`src/rtl/uio_pkg.sv`:
```
// +----------------------------------------------------------------------+
// | uio_pkg : shared user_io command bytes and SPI initiator state type  |
// | Revision: 1.0                                                        |
// +----------------------------------------------------------------------+
`default_nettype none

package uio_pkg;

  localparam logic [7:0] CMD_KBD = 8'h05;
  localparam logic [7:0] CMD_STS = 8'h1E;

  typedef enum logic [2:0] {
    IDLE  = 3'd0,
    SETUP = 3'd1,
    LOW   = 3'd2,
    HIGH  = 3'd3,
    GAPW  = 3'd4
  } state_e;

  function automatic int imax(input int a, input int b);
    return (a > b) ? a : b;
  endfunction

endpackage

`default_nettype wire

```
`src/rtl/uio_spi_shift.sv`:
```
// +----------------------------------------------------------------------+
// | uio_spi_shift : 8-bit MSB-first shifter with bit counter / byte done |
// | Revision: 1.0                                                        |
// +----------------------------------------------------------------------+
`default_nettype none

module uio_spi_shift (
  input  logic       clock_i,
  input  logic       reset_ni,
  input  logic       load_i,
  input  logic       shift_i,
  input  logic [7:0] data_i,
  output logic       bit_o,
  output logic       done_o
);

  logic [7:0] sr_q, sr_d;
  logic [2:0] cnt_q, cnt_d;

  always_comb begin
    sr_d  = sr_q;
    cnt_d = cnt_q;
    if (load_i) begin
      sr_d  = data_i;
      cnt_d = 3'd0;
    end else if (shift_i) begin
      sr_d  = {sr_q[6:0], 1'b0};
      cnt_d = cnt_q + 3'd1;
    end
  end

  always_ff @(posedge clock_i) begin
    if (!reset_ni) begin
      sr_q  <= 8'h00;
      cnt_q <= 3'd0;
    end else begin
      sr_q  <= sr_d;
      cnt_q <= cnt_d;
    end
  end

  assign bit_o  = sr_q[7];
  assign done_o = (cnt_q == 3'd7);

endmodule

`default_nettype wire

```
`src/rtl/uio_spi_master.sv`:
```
// +----------------------------------------------------------------------+
// | uio_spi_master : serialises keyboard / status requests to user_io SPI|
// | Revision: 1.0                                                        |
// +----------------------------------------------------------------------+
`default_nettype none

module uio_spi_master #(
  parameter int         HALF    = 2,
  parameter int         GAP     = 4,
  parameter logic [7:0] CMD_KBD = 8'h05,
  parameter logic [7:0] CMD_STS = 8'h1E
) (
  input  logic        clock,
  input  logic        reset,
  input  logic        ce,
  input  logic        kbReq,
  input  logic [7:0]  kbData,
  input  logic        stReq,
  input  logic [31:0] stWord,
  output logic        busy,
  output logic        kbOvf,
  output logic        spiCk,
  output logic        spiSs,
  output logic        spiDo
);

  import uio_pkg::*;

  localparam int TW = $clog2(imax(HALF, GAP)) + 1;
  localparam logic [TW-1:0] C_HALF_END = TW'(HALF - 1);
  localparam logic [TW-1:0] C_GAP_END  = TW'(GAP - 1);

  state_e        state_q, state_d;
  logic [TW-1:0] tick_q, tick_d;
  logic          ck_q, ck_d;
  logic          ss_q, ss_d;
  logic [31:0]   rest_q, rest_d;
  logic [2:0]    byte_q, byte_d;
  logic          kb_v_q, kb_v_d;
  logic [7:0]    kb_data_q, kb_data_d;
  logic          st_v_q, st_v_d;
  logic [31:0]   st_word_q, st_word_d;
  logic          ovf_q, ovf_d;

  logic          sh_load, sh_shift, sh_bit, sh_done;
  logic [7:0]    sh_data;
  logic          ld_st, ld_kb;

  assign ld_st = ce && (state_q == IDLE) && st_v_q;
  assign ld_kb = ce && (state_q == IDLE) && !st_v_q && kb_v_q;

  uio_spi_shift u_shift (
    .clock_i  (clock),
    .reset_ni (reset),
    .load_i   (sh_load),
    .shift_i  (sh_shift),
    .data_i   (sh_data),
    .bit_o    (sh_bit),
    .done_o   (sh_done)
  );

  // Latches see the loaded source as empty, so a same-cycle request refills it.
  always_comb begin
    kb_v_d    = kb_v_q;
    kb_data_d = kb_data_q;
    ovf_d     = ovf_q;
    st_v_d    = st_v_q;
    st_word_d = st_word_q;
    if (ld_kb) kb_v_d = 1'b0;
    if (ld_st) st_v_d = 1'b0;
    if (kbReq) begin
      if (kb_v_d) begin
        ovf_d = 1'b1;
      end else begin
        kb_v_d    = 1'b1;
        kb_data_d = kbData;
      end
    end
    if (stReq) begin
      st_v_d    = 1'b1;
      st_word_d = stWord;
    end
  end

  always_comb begin
    state_d  = state_q;
    tick_d   = tick_q;
    ck_d     = ck_q;
    ss_d     = ss_q;
    rest_d   = rest_q;
    byte_d   = byte_q;
    sh_load  = 1'b0;
    sh_shift = 1'b0;
    sh_data  = rest_q[31:24];
    if (ce) begin
      case (state_q)
        IDLE: begin
          if (ld_st) begin
            sh_load = 1'b1;
            sh_data = CMD_STS;
            rest_d  = {st_word_q[7:0], st_word_q[15:8], st_word_q[23:16], st_word_q[31:24]};
            byte_d  = 3'd4;
          end else if (ld_kb) begin
            sh_load = 1'b1;
            sh_data = CMD_KBD;
            rest_d  = {kb_data_q, 24'h000000};
            byte_d  = 3'd1;
          end
          if (ld_st || ld_kb) begin
            ss_d    = 1'b0;
            tick_d  = '0;
            state_d = SETUP;
          end
        end
        SETUP: begin
          if (tick_q == C_HALF_END) begin
            tick_d  = '0;
            state_d = LOW;
          end else begin
            tick_d = tick_q + 1'b1;
          end
        end
        LOW: begin
          if (tick_q == C_HALF_END) begin
            tick_d  = '0;
            ck_d    = 1'b1;
            state_d = HIGH;
          end else begin
            tick_d = tick_q + 1'b1;
          end
        end
        HIGH: begin
          if (tick_q == C_HALF_END) begin
            tick_d = '0;
            ck_d   = 1'b0;
            if (!sh_done) begin
              sh_shift = 1'b1;
              state_d  = LOW;
            end else if (byte_q != 3'd0) begin
              sh_load = 1'b1;
              rest_d  = {rest_q[23:0], 8'h00};
              byte_d  = byte_q - 3'd1;
              state_d = LOW;
            end else begin
              ss_d    = 1'b1;
              state_d = GAPW;
            end
          end else begin
            tick_d = tick_q + 1'b1;
          end
        end
        GAPW: begin
          if (tick_q == C_GAP_END) begin
            tick_d  = '0;
            state_d = IDLE;
          end else begin
            tick_d = tick_q + 1'b1;
          end
        end
        default: begin
          tick_d  = '0;
          ck_d    = 1'b0;
          ss_d    = 1'b1;
          state_d = IDLE;
        end
      endcase
    end
  end

  always_ff @(posedge clock) begin
    if (!reset) begin
      state_q   <= IDLE;
      tick_q    <= '0;
      ck_q      <= 1'b0;
      ss_q      <= 1'b1;
      rest_q    <= 32'h0;
      byte_q    <= 3'd0;
      kb_v_q    <= 1'b0;
      kb_data_q <= 8'h00;
      st_v_q    <= 1'b0;
      st_word_q <= 32'h0;
      ovf_q     <= 1'b0;
    end else begin
      state_q   <= state_d;
      tick_q    <= tick_d;
      ck_q      <= ck_d;
      ss_q      <= ss_d;
      rest_q    <= rest_d;
      byte_q    <= byte_d;
      kb_v_q    <= kb_v_d;
      kb_data_q <= kb_data_d;
      st_v_q    <= st_v_d;
      st_word_q <= st_word_d;
      ovf_q     <= ovf_d;
    end
  end

  // The shifter only moves at a load or a falling edge, so MOSI is stable at rising edges.
  assign spiDo = sh_bit & ~ss_q;
  assign spiCk = ck_q;
  assign spiSs = ss_q;
  assign kbOvf = ovf_q;
  assign busy  = kb_v_q | st_v_q | (state_q != IDLE);

endmodule

`default_nettype wire

```
`config.mk`:
```
export PLATFORM = sky130hd
export DESIGN_NAME = uio_spi_master
export DESIGN_NICKNAME = d
export VERILOG_FILES = /design/src/rtl/uio_pkg.sv /design/src/rtl/uio_spi_shift.sv /design/src/rtl/uio_spi_master.sv
export SDC_FILE = /design/constraint.sdc
export NUM_CORES = 1
export LEC_CHECK = 0
export CORE_MARGIN = 10
export CORE_UTILIZATION = 55
export CTS_BUF_LIST = sky130_fd_sc_hd__clkbuf_16
export CTS_CLUSTER_DIAMETER = 150
export DETAILED_ROUTE_END_ITERATION = 6
export PLACE_DENSITY = 0.79
export SETUP_SLACK_MARGIN = 0.02
export SLEW_MARGIN = 15
export SYNTH_ARGS = -nofsm -noshare
export SYNTH_HDL_FRONTEND = slang
export SYNTH_SLANG_ARGS = --single-unit
```
`constraint.sdc`:
```
create_clock -name clock -period 2.56 [get_ports clock]
set_input_delay 0.384 -clock clock [delete_from_list [all_inputs] [get_ports clock]]
set_output_delay 0.384 -clock clock [all_outputs]
set_load 0.01 [all_outputs]
```
==> impl_metrics.csv <==
group,metric,value,unit
power_and_ir_drop,p_per_area,707.4,nW/um^2
floorplan,die_area,11620,sq um
timing,finalSetupTns,0,ns
global_route,grt-ovfl-total,0,
detailed_routing,via_per_inst,6.057,
floorplan,core_area,7370,sq um
min_path,holdPathStages,2,
timing,fin_skew,0.006467,ns
synth,seq_area_frac_synth,45.82,%
synth,yosys.area.top_type,"dfxtp_1",
synth,synthCells,460,
finish,nNetsFinal,545,
timing,max_slew_margin,51.44,%
detailed_routing,wl_per_cell,17.06,microns
placement,place_ws,0.2086,ns
detailed_routing,ant_nets,0,
clock_network,tritoncts,"done",
synth,synth_edf_count,0,
setup_path,cp-start-kind,"register",
finish,diodes,0,
global_route,grt_first_pass_wirelength,16940,microns
synth,synth_nets,513,
timing,slew_viol_final,0,
finish,seq_area,1942,sq um
finish,drive_above_1_share,9.256,%
floorplan,die_y,107.8,microns
synth,synth-async-reset-ratio,0,%
synth,synth_area_leaders,"dfxtp_1, mux2i_1, a21oi_1",
setup_path,cp_data_arrival_time,2.01,ns
detailed_routing,drtIter0Drc,196,
setup_path,worstPathRequired,2.18,ns
finish,multi_input_area,2077,sq um
timing,tightest_slew,0.7236,ns
timing,rsz0062_at_grt,"no",
placement,placedCellCount,580,
power_and_ir_drop,power_leakage,1.900,nW
clock_network,htreeDepth,3,
synth,syn-cell-area,4238,sq um
floorplan,die_width,107.8,microns
clock_network,clk_pin_slew,0.07,ns
global_route,grt_max_degree,84,
timing,finalHoldViolCount,0,
placement,place.gp.congestion,0.8525,
min_path,hold_class,"register to register",
synth,yosysTopAreaCellShare,45.82,%
timing,setup_violations,0,
clock_network,cts.path.max_buffers,2,
synth,yosysWarnings,0,
floorplan,io_pins,50,
detailed_routing,drc,0,
detailed_routing,vias,3610,
synth,syn_avg_cell_area,9.213,sq um
global_route,grt_pass1_vias,3515,
setup_path,endpoint_kind,"primary output",
floorplan,num_rows,31,
finish,area_growth_syn_to_layout,20.34,%
power_and_ir_drop,irDropWorstVdd,0.0004166,V
outcome,status,"finished clean",
placement,port_buffers,49,
clock_network,cts-root-buf,"clkbuf_16",
timing,post-route-min-period,2.389,ns
setup_path,worst-path-max-fanout,14,
placement,placed_cell_area,4778,sq um
finish,fill_cells,592,
floorplan,start_util,57.50,%
synth,ys_ff_latch,97,
setup_path,path_class,"register to primary output",
setup_path,reg2regPathDepth,4,
synth,synthDistinctLibCells,49,
timing,max_freq,418.5,MHz
finish,stdcell_area,5100,sq um
detailed_routing,dr.pass1.iters,4,
timing,finalWorstSetupSlack,0.1705,ns
job,maxCapViolCount,0,
synth,ys.flop_type,"dfxtp_1",
finish,most-common-layout-cells,"dfxtp_1, clkdlybuf4s50_1, a21oi_1, nor2_1, mux2i_1",
timing,fin_crit_sh,93.34,%
global_route,antenna_found_initial,0,
finish,final_common_cell,"dfxtp_1",
placement,dp_hpwl,6881,microns
clock_network,cts_buffers,9,
clock_network,clock_latency,0.34,ns
clock_network,numClockSinks,97,
global_route,grtUsageTotal,17.68,%
finish,instances_no_fill,596,
detailed_routing,drt-total-wl,10170,microns
-- worst max-delay path: stages (launching register included) --
cell and delay [ns]:
dfxtp_1 0.44, nor4_1 0.51, nand2b_1 0.19, clkdlybuf4s50_1 0.52
-- what timing repair did --
action / in CTS / in global routing
hold buffers: 0 / 0
buffers inserted: 0 / 0
gates resized for setup: 0 / 1
setup endpoints to repair: 0 / 6
-- routing by layer --
layer  wire length, microns  GRT usage, %
met5                      0             0
met4                    244         7.443
met3                    470         3.772
met2                   4873         28.32
met1                   4581         22.44
-- logic make-up (layout without fill, tap and decap cells) --
| kind of cell | Yosys count | after routing | share of synthesized area, % |
|---|---|---|---|
| AOI/OAI and AO/OA | 158 | 158 | 25.89 |
| and+or+nand+nor | 112 | 112 | 12.96 |
| DFF | 97 | 97 | 45.82 |
| buffers and inverters | 52 | 89 | 5.196 |
| muxes | 32 | 32 | 7.558 |
| adders and majority gates | 8 | 8 | 2.362 |
| xor gates and xnor gates | 1 | 1 | 0.2067 |
-- cells in the mapped netlist, drive strengths merged, types with 2 or more instances --
cell type / count
nand2b: 2
nor4: 4
o221a: 9
nor3b: 2
o211ai: 2
a31oi: 2
a22o: 8
buf: 15
mux2i: 32
o22ai: 3
a22oi: 16
or4: 4
nand2: 29
a21oi: 43
a211oi: 19
o21ai: 28
nand3b: 2
dfxtp: 97
nor3: 4
a311oi: 6
clkbuf: 26
nand3: 10
a311o: 8
a2111oi: 4
inv: 11
or3: 4
a32oi: 3
nor2b: 5
nor2: 39
ha: 8
-- where the power goes --
group          total, W  switching (W)  internal (W)
clock network   0.00144       0.000583      0.000858
registers       0.00168      0.0000714       0.00161
logic          0.000487       0.000262      0.000225
-- area by class of cell --
| cell class | count | share of cell area [%] |
|---|---|---|
| Multi-Input combinational cell | 311 | 40.73 |
| Tap cell | 99 | 2.429 |
| Clock inverter | 7 | 1.865 |
| Clock buffer | 9 | 4.416 |
| Timing Repair Buffer | 62 | 11.68 |
| Inverter | 11 | 0.8096 |
| Sequential cell | 97 | 38.08 |
-- state kept, by name (all words and copies together), names as in the netlist --
name and flops:
state_q 3, rest_q 32, st_word_q 32, spiCk 1, u_shift.cnt_q 3, kbOvf 1
u_shift.sr_q 8, kb_v_q 1, st_v_q 1, tick_q 3, kb_data_q 8, byte_q 3
spiSs 1
-- metrics by stage --
step                utilization [%]  hold WS (ns)  power [W]
global placement              64.84        0.4437   0.002173
detailed placement            64.84        0.4535   0.002192
global route                  69.20        0.4828   0.003751
CTS                           69.19        0.4633   0.003612
finish                        69.20        0.4608   0.003608
floorplan                         -        0.4308   0.002017
-- worst paths after layout --
check	startpoint	endpoint	slack [ns]
worst max-delay path	state_q[0]$_SDFFE_PN0P_	busy	0.17
worst min register to register	st_word_q[28]$_SDFFE_PN0P_	rest_q[4]$_SDFFE_PN0P_	0.46
worst max register to register	state_q[0]$_SDFFE_PN0P_	u_shift.sr_q[3]$_SDFFE_PN0P_	0.36
worst min-delay path	st_word_q[28]$_SDFFE_PN0P_	rest_q[4]$_SDFFE_PN0P_	0.46
(Power assumes the default switching activity.)
